==> config.mk <==
export PLATFORM = sky130hd
export DESIGN_NAME = dance_round_ctrl
export DESIGN_NICKNAME = d
export VERILOG_FILES = /design/src/rtl/dance_round_ctrl.sv
export SDC_FILE = /design/constraint.sdc
export NUM_CORES = 1
export LEC_CHECK = 0
export ABC_AREA = 1
export CORE_MARGIN = 5
export CORE_UTILIZATION = 29
export DETAILED_ROUTE_END_ITERATION = 8
export PLACE_DENSITY = 0.46
export SYNTH_ARGS = -nofsm -noshare
export SYNTH_HDL_FRONTEND = slang
export SYNTH_SLANG_ARGS = --single-unit
export TNS_END_PERCENT = 1
==> constraint.sdc <==
create_clock -name clk -period 1.6 [get_ports clk]
set_input_delay 0.16 -clock clk [delete_from_list [all_inputs] [get_ports clk]]
set_output_delay 0.16 -clock clk [all_outputs]
set_load 0.02 [all_outputs]
==> src/rtl/dance_round_ctrl.sv <==
// dance_round_ctrl: round scheduler for Finger-Dancer (pattern pick, response timing, BCD score, lives)
module dance_round_ctrl #(
   parameter int WINDOW_CYC = 25000000,
   parameter int GAP_CYC    = 12500000,
   parameter int LIVES      = 3
) (
   input  logic       clk,
   input  logic       res,
   input  logic       start,
   input  logic [3:0] btn,
   output logic [3:0] pattern,
   output logic [7:0] score,
   output logic       C,
   output logic [1:0] lives,
   output logic       game_over
);
   localparam int TW = $clog2(WINDOW_CYC > GAP_CYC ? WINDOW_CYC : GAP_CYC) + 1;
   localparam logic [1:0] LIVES_INIT = 2'(LIVES);
   localparam logic [TW-1:0] WIN_LOAD = TW'(WINDOW_CYC - 1);
   localparam logic [TW-1:0] GAP_LOAD = TW'(GAP_CYC - 1);
   typedef enum logic [2:0] {IDLE, SHOW, WAIT, GAP, OVER} state_t;
   state_t        state_q;
   logic [3:0]    btn_s1_q, btn_s2_q, btn_e_q;
   logic          start_s1_q, start_s2_q, start_e_q;
   logic [7:0]    lfsr_q, lfsr_d;
   logic [3:0]    prev_q, one, cand;
   logic [TW-1:0] timer_q;
   logic [7:0]    score_inc;
   logic          press, start_rise, hit, last_life;
   always_comb begin
      lfsr_d     = {lfsr_q[6:0], lfsr_q[7] ^ lfsr_q[5] ^ lfsr_q[4] ^ lfsr_q[3]};
      one        = 4'b0001 << lfsr_q[1:0];
      cand       = (one == prev_q) ? {one[2:0], one[3]} : one;
      press      = |(btn_s2_q & ~btn_e_q);
      start_rise = start_s2_q & ~start_e_q;
      hit        = press && (btn_s2_q == pattern);
      last_life  = lives == 2'd1;
      score_inc  = (score == 8'h99) ? score :
                   (score[3:0] == 4'd9) ? {score[7:4] + 4'd1, 4'd0} :
                   {score[7:4], score[3:0] + 4'd1};
   end
   always_ff @(posedge clk or negedge res) begin
      if (!res) begin
         state_q    <= IDLE;
         btn_s1_q   <= '0;
         btn_s2_q   <= '0;
         btn_e_q    <= '0;
         start_s1_q <= 1'b0;
         start_s2_q <= 1'b0;
         start_e_q  <= 1'b0;
         lfsr_q     <= 8'h01;
         prev_q     <= '0;
         timer_q    <= '0;
         pattern    <= '0;
         score      <= 8'h00;
         C          <= 1'b0;
         lives      <= LIVES_INIT;
         game_over  <= 1'b0;
      end else begin
         btn_s1_q   <= btn;
         btn_s2_q   <= btn_s1_q;
         btn_e_q    <= btn_s2_q;
         start_s1_q <= start;
         start_s2_q <= start_s1_q;
         start_e_q  <= start_s2_q;
         lfsr_q     <= lfsr_d;
         C          <= 1'b0;
         case (state_q)
            IDLE, OVER: if (start_rise) begin
               score     <= 8'h00;
               lives     <= LIVES_INIT;
               game_over <= 1'b0;
               state_q   <= SHOW;
            end
            SHOW: begin
               pattern <= cand;
               prev_q  <= cand;
               C       <= 1'b1;
               timer_q <= WIN_LOAD;
               state_q <= WAIT;
            end
            // a press on the final window cycle wins over the timeout
            WAIT: if (press || timer_q == '0) begin
               C       <= 1'b1;
               timer_q <= GAP_LOAD;
               if (hit) begin
                  score   <= score_inc;
                  pattern <= 4'h0;
                  state_q <= GAP;
               end else begin
                  lives     <= lives - 2'd1;
                  pattern   <= last_life ? 4'hF : 4'h0;
                  game_over <= last_life;
                  state_q   <= last_life ? OVER : GAP;
               end
            end else begin
               timer_q <= timer_q - 1'b1;
            end
            GAP: if (timer_q == '0) state_q <= SHOW;
                 else timer_q <= timer_q - 1'b1;
            default: state_q <= IDLE;
         endcase
      end
   end
endmodule

=== Word level (Yosys, flattened, before mapping) ===
Cells that the tools add are included.
Widths: inputs -> output; s select.

* Bits in registers: 72
* Input bits: 7

* Add/sub/neg operators: 4
* Eq/ne operators: 17
* Shift operators: 1
* Multiplexer cells: 30
* Bitwise gates (word level): 7
* Reductions and logical operators: 15

{| class="wikitable"
|+ Operators by type and width
! operator !! count
|-
| $pmux 26 s3 || 1
|-
| $mux 26 || 2
|-
| $mux 8 || 5
|-
| $logic_not 26->1 || 1
|-
| $sub 26x1->26 const B || 1
|-
| $mux 4 || 4
|-
| $ne 2x2->1 const B || 8
|-
| $pmux 8 s2 || 1
|-
| $mux 3 || 5
|-
| $pmux 3 s4 || 1
|-
| $add 4x1->4 const B || 2
|-
| $eq 4x4->1 || 2
|-
| $eq 8x8->1 const B || 1
|-
| $pmux 4 s2 || 1
|-
| $eq 3x2->1 const B || 2
|-
| $mux 2 || 3
|-
| $reduce_and 6->1 || 1
|-
| $reduce_and 5->1 || 1
|-
| $and 4x4->4 || 1
|-
| $eq 4x4->1 const B || 1
|-
| $mux 1 || 4
|-
| $not 4->4 || 1
|-
| $pmux 1 s2 || 2
|-
| $pmux 2 s2 || 1
|-
| 18 further kinds || 22
|}

=== Logic depth before layout (Yosys ltp) ===
Gate-level depths: netlist of run 1.

* Depth after elaboration: 7
* Gate-level depth with buffers: 13

=== Least setup slack after synthesis of run 1 ===
No wires, ideal clock.

* Path type: flip-flop to flip-flop
* Start: register timer_q[0]
* End: register pattern[3]
* Arrival: 1.608 ns
* Required time: 1.483 ns
* Setup slack: -0.126 ns
* Stages on the path, launching flop included: 13
* Buffers on the path: 1
* Clock period less this slack: 1.726 ns
* Cell sequence: dfrtp_1 -> inv_1 -> ha_1 -> nand2_1 -> nor2_2 -> nand2_2 -> nor2_4 -> nand2_4 -> nand3_4 -> nand2_4 -> buf_4 -> nand2_1 -> nand2_1

* Longest elaborated chain between the ends: 4

{| class="wikitable"
|+ Ends and longest elaborated chain
! what !! RTL line !! RTL
|-
| from (decl) || 27 || <nowiki>logic [TW-1:0] timer_q;</nowiki>
|-
| from (signal assigned) || 97 || <nowiki>timer_q <= timer_q - 1'b1;</nowiki>
|-
| from (signal assigned) || 100 || <nowiki>else timer_q <= timer_q - 1'b1;</nowiki>
|-
| $logic_not 26->1 || 83 || <nowiki>WAIT: if (press || timer_q == '0) begin</nowiki>
|-
| $logic_or 1x1->1 || 83 ||
|-
| $ne 2x2->1 (no source line) || n/a ||
|-
| $reduce_and 2->1 (no source line) || n/a ||
|-
| to (signal assigned) || 76 || <nowiki>pattern <= cand;</nowiki>
|-
| to (signal assigned) || 92 || <nowiki>pattern <= last_life ? 4'hF : 4'h0;</nowiki>
|-
| to (decl) || 11 || <nowiki>output logic [3:0] pattern,</nowiki>
|}

Every way passes these cells.
A chain may end at the register's enable or synchronous reset.

=== Final worst setup path of run 1 ===
* Start: register timer_q[0]
* End: register timer_q[21]

* Longest elaborated chain between the ends: 4
* Elaborated cells on any way between the ends: 8

{| class="wikitable"
|+ Ends and longest elaborated chain
! what
|-
| branches (longest 4 deep; another with $sub 26x1->26)
|}

Parallel ways; which one is timed is not known. The select of a mux whose other input is x is not followed.

==> flow_metrics.tcl, run 1 <==
set metrics [dict create \
    status "finished, violations left" \
    violations "negative setup slack" \
    layout_setup_ws_ns -0.1112 \
    power.internal_mw 5.944 \
    wire_per_inst_um 12.73 \
    start_kind "flip-flop" \
    cts.reportedPaths.clkPinSlew_ns 0.06 \
    powerDensity_nw_per_um2 1772 \
    total_power_mw 10.27 \
    finalMaxSlewViolations 0 \
    ys_warn_count 0 \
    placementRows 43 \
    ys_seq_area_share_pct 43.22 \
    io_pins 23 \
    drc 0 \
    netlist_instances 549 \
    cts_max_level 3 \
    timing.fmax_mhz 584.4 \
    cts_tree "done" \
    grt.total_usage_pct 13.51 \
    required_ns 1.82 \
    dpl.hpwl_um 8044 \
    first_pass_iters 4 \
    die_h_um 130.0 \
    fin_area_sq_um 5797 \
    grt_pass1_vias 3708 \
    worstPathMaxFanout 5 \
    finalHoldViolCount 0 \
    dpl_cell_area_sq_um 5269 \
    ys.flop_type "dfrtp_1" \
    fillers 1440 \
    gr-total-overflow 0 \
    power.switching_mw 4.327 \
    chipWidth_um 130.0 \
    maxCapViolCount 0 \
    clockBufferDepth 2 \
    r2r_slack_ns -0.11 \
    pre_cts_slack_ns -0.1318 \
    crit_path_end_kind "flip-flop" \
    grt_max_degree 32 \
    fin_crit_ns 1.711 \
    viasPerCell 4.389 \
    tightest_slew_ns 0.4673 \
    core_area_sq_um 13990 \
    cts.sinks 72 \
    synth_cell_types 35 \
    syn_area_per_cell_sq_um 7.610 \
    clkLatencyLatePin_ns 0.34 \
    vdd_drop_max_v 0.0009294 \
    synth_enable_flop_cells 0 \
    antenna_found_initial 0 \
    wirelength_um 10800 \
    synthesis.area_sq_um 4178 \
    nets 676 \
    async_flop_share_pct 100.0 \
    synth_seq_cells 72 \
    finalSetupViolCount 35 \
    p_leak_nw 2.931 \
    pwr-share-comb_pct 54.1 \
    num_vias 3722 \
    pwr-share-clk_pct 21.2 \
    num_antenna_cells 0 \
    rsz0062_at_grt "true" \
    p_seq_share_pct 24.6 \
    post-route-period-util_pct 107.0 \
    grt_pass1_wl_um 17880 \
    drive_above_1_share_pct 29.19 \
    die_area_sq_um 16910 \
    io_buffers 22 \
    clock-skew-final_ns 0.008721 \
    drt_iter0_drc 228 \
    syn_nets 562 \
    globalplace.congestion 0.8546 \
    cts_buffers 9 \
    cts_root_buf "clkbuf_16" \
    crit_arrival_ns 1.93 \
    initial_core_util_pct 29.87 \
    areaGrowthSynthToFinish_pct 38.75 \
    switching_share_pct 42.13 \
    slew_headroom_pct 68.85 \
    detail-route-antenna-nets 0 \
    path_class "flip-flop to flip-flop" \
    hp-class "primary input to flip-flop" \
]
## layer usage
metal | vias to the layer above | GRT usage [%] | wire [um]
met5 | - | 0 | 0
met3 | 17 | 4.011 | 373
li1 | 1937 | - | -
met1 | 1720 | 17.65 | 5203
met4 | 0 | 3.729 | 210
met2 | 48 | 21.85 | 5012
## path summary, 6_finish.rpt
| kind | start | endpoint | depth (start not counted) |
|---|---|---|---|
| max | timer_q[0] | timer_q[21] | 14 |
| min | btn[3] | btn_s1_q[3] | 1 |
| max reg2reg | timer_q[0] | timer_q[21] | 14 |
| min reg2reg | btn_s1_q[3] | btn_s2_q[3] | 0 |
| max in group asynchronous | res | lives[0] | 3 |
| min in group asynchronous | res | timer_q[12] | 2 |
## worst max-delay path: stages, from the launching register on
cell     delay (ns)
dfrtp_1        0.38
inv_2          0.08
ha_4           0.15
nand2_4        0.05
nor2_4         0.08
nand2_2        0.08
nor2_4         0.14
nand2_4        0.09
nand2_4        0.12
nand2_8        0.09
buf_12         0.14
nand2_2        0.04
nand2_1        0.04
nand2_1        0.05
nand2_1        0.05
## flip-flops by register name, indices dropped and copies added, names as in the netlist
| register | cells |
|---|---|
| lfsr_q | 8 |
| C | 1 |
| timer_q | 26 |
| btn_s1_q | 4 |
| start_s1_q | 1 |
| state_q | 3 |
| start_s2_q | 1 |
| start_e_q | 1 |
| game_over | 1 |
| pattern | 4 |
| prev_q | 4 |
| score | 8 |
| btn_s2_q | 4 |
| lives | 2 |
| btn_e_q | 4 |
## Yosys cell counts, types with 6 or more instances
master,instances,area (sq um)
inv_1,60,225.2
nand2_1,180,675.7
nor2_1,71,266.5
nand2_2,7,43.79
xor2_1,7,61.31
nand3_2,6,60.06
ha_1,6,75.07
nand4_1,6,37.54
inv_2,11,41.29
nand3_1,48,240.2
o21ai_0,12,60.06
nor2_2,7,43.79
dfrtp_1,69,1727
## logic make-up (layout without fill, tap and decap cells)
group           count (synthesis)  in the layout  share of synthesized area (%)
simple gates                  351            351                          40.10
buf+inv                        79            198                          8.326
flops                          72             72                          43.22
compound gates                 29             29                          4.043
xor+xnor                       12             12                          2.516
fa+ha+maj                       6              6                          1.797
## through the flow
step	instances	hold WS (ns)	TNS (ns)	utilization, %
final	848	0.2545	-1.999	41.44
after global routing	848	0.2386	-6.885	41.44
after CTS	846	0.2382	-1.871	40.46
after detailed placement	829	0.1567	-2.340	37.67
after global placement	829	0.1445	-1.557	37.67
after floorplan	549	-0.1356	-0.1826	-
## power by group through the flow
stage | clock, mW | sequential (mW) | combinational, mW
2_1_floorplan | 0 | 2.69 | 2.93
3_3_place_gp | 0 | 2.56 | 4.92
3_5_place_dp | 0 | 2.56 | 4.96
4_1_cts | 2.26 | 2.54 | 5.13
5_1_grt | 2.33 | 2.58 | 6.13
6_report | 2.18 | 2.53 | 5.56
## what timing repair did
item | 4_1_cts | 5_1_grt
cloned | 0 | 2
hold buffers | 1 | 0
pin swaps | 6 | 14
endpoints found under the hold margin | 28 | 0
setup endpoints to repair | 51 | 50
setup buffers | 0 | 0
resized for setup | 25 | 27
## cells in the final DEF, fill, tap and decap left out, types with 2 or more instances in the layout
cell             Yosys  routed
nand3_1             48      42
a21oi_2              3       3
clkbuf_16            0      11
buf_4                2      80
nor2_8               2       2
nand3_4              2       3
nand2_2              7      11
nand2_1            180     172
nand4_1              6       6
dfstp_2              3       3
a21oi_1              5       5
clkdlybuf4s50_1      0      14
ha_1                 6       5
dfrtp_1             69      68
nand3b_1             5       5
buf_12               0       5
xnor2_1              5       5
clkinvlp_4           0       2
o21bai_1             4       4
nor3_4               2       2
dlygate4sd2_1        0       6
inv_2               11      14
inv_6                2       3
bufinv_16            0       2
nor2_2               7      17
nand3_2              6      11
o21ai_0             12       9
o21ai_1              4       6
nor2_1              71      57
inv_1               60      56
nand2_8              1       2
nand2_4              5       8
xor2_1               7       7
nor2_4               5       9
## final cells by class
class	count	area (sq um)	share of cell area, %
Clock buffer	10	229.0	3.950
Clock inverter	6	92.59	1.597
Inverter	73	286.5	4.943
Multi-Input combinational cell	398	2191	37.79
Sequential cell	72	1807	31.17
Tap cell	180	225.2	3.885
Timing Repair Buffer	109	965.9	16.66
Note: power is estimated with default switching activity, not from simulation.
==> run 2: changes to the inputs <==
--- a/config.mk
+++ b/config.mk
@@ -6,6 +6,7 @@
 export NUM_CORES = 1
 export LEC_CHECK = 0
 export ABC_AREA = 1
+export CORE_ASPECT_RATIO = 1.1
 export CORE_MARGIN = 5
 export CORE_UTILIZATION = 29
 export DETAILED_ROUTE_END_ITERATION = 8
==> constraint.sdc (replaced) <==
create_clock -name clk -period 1.6 [get_ports clk]
set_input_delay 0.48 -clock clk [delete_from_list [all_inputs] [get_ports clk]]
set_output_delay 0.48 -clock clk [all_outputs]
set_load 0.02 [all_outputs]
==> run 2 against run 1 <==
Against the previous run:
- the flow still finishes with violations (negative setup slack)
- clock power down 13%
- final cell count up 0.71%
- global-route usage down 0.65 points
- combinational power down 9.0%
- critical endpoint is now timer_q[20]
- highest routed layer unchanged
==> flow_metrics.tcl, run 2 (synthesis gave the netlist of run 1 again) <==
set metrics [dict create \
    pwr-share-clk_pct 20.0 \
    slew_headroom_pct 70.48 \
    post-route-period-util_pct 104.4 \
    crit_chain "inv_2 > ha_4 > nand2_4 > nor2_4 > nand2_2 > nor2_4 > nand2_4 > nand2_4 > nand2_4 > buf_12 > nor2_1 > a21oi_2" \
    clkLatencyLatePin_ns 0.34 \
    drive_above_1_share_pct 30.21 \
    globalplace.congestion 0.8018 \
    finalHoldViolCount 0 \
    num_vias 3733 \
    path_class "flip-flop to flip-flop" \
    finalSetupViolCount 32 \
    first_pass_iters 4 \
    utilization_pct 39.70 \
    crit_arrival_ns 1.88 \
    antenna_found_initial 0 \
    status "finished, violations left" \
    powerDensity_nw_per_um2 1672 \
    dp_cells 833 \
    fin_area_sq_um 5667 \
    power.switching_mw 4.183 \
    slowest_delay_ns 0.38 \
    cts_buffers 9 \
    crit_path_start "timer_q[0]" \
    cts_root_buf "clkbuf_16" \
    io_buffers 22 \
    pre_cts_slack_ns -0.1188 \
    timing.fmax_mhz 598.4 \
    detail-route-antenna-nets 0 \
    ff2ff_path_depth 12 \
    maxCapViolCount 0 \
    wirelength_um 10470 \
    areaGrowthSynthToFinish_pct 35.64 \
    total_power_mw 9.477 \
    viasPerCell 4.371 \
    regMostFlops "timer_q" \
    r2r_slack_ns -0.07 \
    hp-class "primary input to asynchronous set/reset pin" \
    grt_pass1_vias 3581 \
    grt.total_usage_pct 12.86 \
    num_antenna_cells 0 \
    crit_slowest_cell "dfrtp_1" \
    initial_core_util_pct 29.27 \
    chipWidth_um 124.4 \
    cts.sinks 72 \
    gr-total-overflow 0 \
    cts.reportedPaths.clkPinSlew_ns 0.06 \
    die_h_um 135.9 \
    fin_hold_ws_ns 0.04773 \
    io_pins 23 \
    power.internal_mw 5.293 \
    cts_max_level 3 \
    critPathCapture "timer_q[20]" \
    grt_max_degree 24 \
    regToRegStartpoint "timer_q[0]" \
    final_cell_mix "nand2_1 (171), buf_4 (74), dfrtp_1 (67)" \
    largestRegisters "timer_q: 26 flops, lfsr_q: 8 flops, score: 8 flops" \
    violations "negative setup slack" \
    vdd_drop_max_v 0.0007248 \
    switching_share_pct 44.14 \
    tightest_slew_ns 0.4382 \
    dpl.hpwl_um 7950 \
    crit_top_cell "nand2_4" \
    cts_tree "done" \
    start_kind "flip-flop" \
    grt_pass1_wl_um 17380 \
    worstPathMaxFanout 19 \
    layout_commonest_cell "nand2_1" \
    dpl_cell_area_sq_um 5211 \
    pwr-share-comb_pct 53.3 \
    drc 0 \
    nets 670 \
    clock-skew-final_ns 0.005403 \
    wire_per_inst_um 12.26 \
    rsz0062_at_grt "true" \
    finalMaxSlewViolations 0 \
    largest_reg_flops 26 \
    tns_ns -0.9257 \
    core_area_sq_um 14270 \
    die_area_sq_um 16910 \
    crit_path_end_kind "flip-flop" \
    final_cells 854 \
    p_leak_nw 2.855 \
    p_seq_share_pct 26.7 \
    clockBufferDepth 2 \
    fin_crit_ns 1.671 \
    placementRows 46 \
    layout_setup_ws_ns -0.07119 \
    required_ns 1.81 \
    regToRegEndpoint "timer_q[20]" \
    drt_iter0_drc 171 \
]
==> run 2: cell types whose count changed in the layout (fill, tap and decap cells not counted), sizes merged <==
cell,previous run,this run
dlymetal6s2s,1,0
dlygate4sd2,6,5
clkdlybuf4s15,0,7
bufinv,2,0
clkdlybuf4s50,14,5
buf,85,84
inv,74,75
dlygate4sd3,1,0
clkinv,1,2
==> run 2: power by group through the flow <==
stage	clock network [mW]	registers [mW]	logic, mW
finish	1.90	2.53	5.06
global route	2.02	2.57	5.64
CTS	1.94	2.52	4.97
detailed placement	0	2.55	4.86
global placement	0	2.55	4.83
floorplan	0	2.69	2.93
==> run 2: worst min path at each step <==
stage,startpoint,end,slack (ns),depth (start not counted)
final,res,timer_q[12],0.05,1
after global routing,res,timer_q[7],0.06,1
after CTS,res,timer_q[13],0.06,1
after detailed placement,btn_s1_q[2],btn_s2_q[2],0.34,0
after global placement,start_s1_q,start_s2_q,0.33,0
after floorplan,res,C,0.18,0
==> run 2: cell type report <==
| cell class | count | area, sq um |
|---|---|---|
| Clock buffer | 10 | 229.0 |
| Multi-Input combinational cell | 398 | 2195 |
| Fill cell | 1522 | 8607 |
| Clock inverter | 6 | 42.54 |
| Sequential cell | 72 | 1808 |
| Inverter | 73 | 286.5 |
| Timing Repair Buffer | 103 | 865.8 |
| Tap cell | 192 | 240.2 |
==> run 2: repair_timing <==
item | in CTS | in global routing
setup buffers | 0 | 5
hold buffers | 0 | 0
cloned | 0 | 0
gates resized for setup | 48 | 37
pin swaps | 13 | 8
endpoints found under the setup margin | 57 | 57
==> run 2: metal layers <==
metal | track usage, % | part of all wire (%) | up-vias | wire length, um
met1 | 16.34 | 47 | 1748 | 4946
met4 | 3.289 | 1.0 | 0 | 105
met3 | 3.026 | 2.9 | 8 | 306
met2 | 22.18 | 49 | 48 | 5112
met5 | 0 | 0 | - | 0
li1 | - | - | 1929 | -
==> run 2: worst max-delay path: cells and delay by family (launching register included) <==
family          cells  cell delay (ns)
simple gates        8             0.72
flops               1             0.38
buf+inv             2             0.24
fa+ha+maj           1             0.15
compound gates      1             0.04
==> run 3: changes to the inputs <==
--- a/config.mk
+++ b/config.mk
@@ -10,7 +10,7 @@
 export CORE_MARGIN = 5
 export CORE_UTILIZATION = 29
 export DETAILED_ROUTE_END_ITERATION = 8
-export PLACE_DENSITY = 0.46
+export PLACE_DENSITY = 0.45
 export SYNTH_ARGS = -nofsm -noshare
 export SYNTH_HDL_FRONTEND = slang
 export SYNTH_SLANG_ARGS = --single-unit
==> constraint.sdc (replaced) <==
create_clock -name clk -period 1.9 [get_ports clk]
set_input_delay 0.57 -clock clk [delete_from_list [all_inputs] [get_ports clk]]
set_output_delay 0.57 -clock clk [all_outputs]
set_load 0.02 [all_outputs]
==> run 3 against run 2 <==
Against the previous run:
- the run now ends clean
- wire length fell by 5.2%
- worst setup slack improved by 0.13 ns
- sequential cell count did not move
- power shrank 21%
- clock power shrank 5%
- clock-buffer cell count did not move
- critical path depth decreased by 11
- largest cell class unchanged
==> flow_metrics.tcl, run 3 (synthesis gave the netlist of run 1 again) <==
set metrics [dict create \
    status "complete, no violations" \
    finalHoldViolCount 0 \
    slowest_delay_ns 0.60 \
    power.internal_mw 4.197 \
    busiest_layer "met2" \
    finalMaxSlewViolations 0 \
    maxCapViolCount 0 \
    path_class "flip-flop to output pin" \
    tightest_slew_ns 0.5083 \
    num_antenna_cells 0 \
    num_vias 3456 \
    pwr-share-comb_pct 46.6 \
    regToRegStartpoint "timer_q[1]" \
    p_leak_nw 2.591 \
    crit_arrival_ns 1.27 \
    antenna_found_initial 0 \
    cts.reportedPaths.clkPinSlew_ns 0.06 \
    crit_path_end_kind "output pin" \
    core_area_sq_um 14270 \
    gr-total-overflow 0 \
    wirelength_um 9925 \
    initial_core_util_pct 29.27 \
    areaGrowthSynthToFinish_pct 21.14 \
    placementRows 46 \
    rsz0062_at_grt "true" \
    die_area_sq_um 16910 \
    final_cell_mix "nand2_1 (180), nor2_1 (70), dfrtp_1 (69)" \
    powerDensity_nw_per_um2 1472 \
    regMostFlops "timer_q" \
    regToRegEndpoint "timer_q[21]" \
    drt_iter0_drc 130 \
    use_met2_pct 20.67 \
    pwr-share-clk_pct 24.3 \
    wire_per_inst_um 12.52 \
    timing.fmax_mhz 543.8 \
    layout_commonest_cell "nand2_1" \
    worstPathMaxFanout 1 \
    detail-route-antenna-nets 0 \
    total_power_mw 7.449 \
    grt.total_usage_pct 12.65 \
    fin_crit_ns 1.839 \
    switching_share_pct 43.65 \
    first_pass_iters 4 \
    io_buffers 22 \
    cts.sinks 72 \
    clock-skew-final_ns 0.004518 \
    io_pins 23 \
    ff2ff_path_depth 14 \
    p_seq_share_pct 29.1 \
    die_h_um 135.9 \
    clockBufferDepth 2 \
    crit_chain "clkdlybuf4s50_1" \
    power.switching_mw 3.252 \
    met1_usage_pct 15.95 \
    cts_max_level 3 \
    grt_max_degree 38 \
    chipWidth_um 124.4 \
    drive_above_1_share_pct 15.97 \
    clkLatencyLatePin_ns 0.34 \
    cts_root_buf "clkbuf_16" \
    r2r_slack_ns 0.14 \
    dpl.hpwl_um 7564 \
    vdd_drop_max_v 0.0007433 \
    required_ns 1.33 \
    crit_family "buffers and inverters" \
    grt_pass1_wl_um 17010 \
    globalplace.congestion 0.8418 \
    largestRegisters "timer_q: 26 flops, lfsr_q: 8 flops, score: 8 flops" \
    nets 609 \
    crit_slowest_cell "clkdlybuf4s50_1" \
    slew_headroom_pct 65.88 \
    cts_tree "done" \
    use_met3_pct 3.301 \
    path_buf_inv 1 \
    utilization_pct 35.46 \
    viasPerCell 4.358 \
    grt_pass1_vias 3457 \
    cts_buffers 9 \
    finalSetupViolCount 0 \
    hp-class "primary input to asynchronous set/reset pin" \
    largest_reg_flops 26 \
    start_kind "flip-flop" \
    post-route-period-util_pct 96.78 \
    drc 0 \
]
-- run 3: cell types whose count changed in the layout (fill, tap and decap cells not counted), sizes merged, moves of 2 or more --
cell	previous run	this run
buf	84	21
dlygate4sd2	5	14
clkdlybuf4s15	7	0
bufinv	0	2
clkbuf	12	10
inv	75	73
-- run 3: power by group through the flow --
stage          clock, mW  combinational (mW)  sequential [mW]
2_1_floorplan          0                2.45             2.26
3_3_place_gp           0                3.50             2.19
3_5_place_dp           0                3.52             2.19
4_1_cts             1.87                3.49             2.17
5_1_grt             1.94                3.90             2.21
6_report            1.81                3.47             2.17
-- run 3: how the worst max path moves through the flow --
stage	start	slack (ns)	cells after the start	to
3_3_place_gp	timer_q[0]	0.1	14	timer_q[21]
6_report	C	0.06	1	C
4_1_cts	C	0.02	1	C
2_1_floorplan	timer_q[0]	0.17	12	pattern[3]
5_1_grt	timer_q[0]	-0.005	12	score[7]
3_5_place_dp	timer_q[1]	0.08	14	timer_q[21]
-- run 3: layer usage --
layer	vias to the layer above	share of wire [%]
met5	-	0
met4	0	2.3
met3	15	3.4
met2	47	47
met1	1596	47
li1	1798	-
-- run 3: cell type report --
cell class / count / area (sq um)
fillers: 1556 / 9213
well taps: 192 / 240.2
clock inverters: 6 / 85.08
inverters: 73 / 284.0
multi-input cells: 398 / 2036
clock buffers: 10 / 229.0
repair buffers: 42 / 381.6
flip-flops and latches: 72 / 1805
-- run 3: stage by stage --
stage	setup TNS (ns)	std cells	hold slack [ns]	setup WS, ns	cell area (sq um)
2_1_floorplan	0	549	0.2744	0.1742	4178
3_3_place_gp	0	777	0.3341	0.09654	4747
3_5_place_dp	0	777	0.3358	0.07799	4747
4_1_cts	0	793	0.1333	0.01685	5044
5_1_grt	-0.008292	793	0.1518	-0.004547	5061
6_report	0	793	0.1364	0.06119	5061
-- run 3: repair_timing --
item	CTS	global route
setup buffers	0	0
resized for setup	14	5
endpoints found under the setup margin	14	16
hold buffers	0	0
pin swaps	0	2
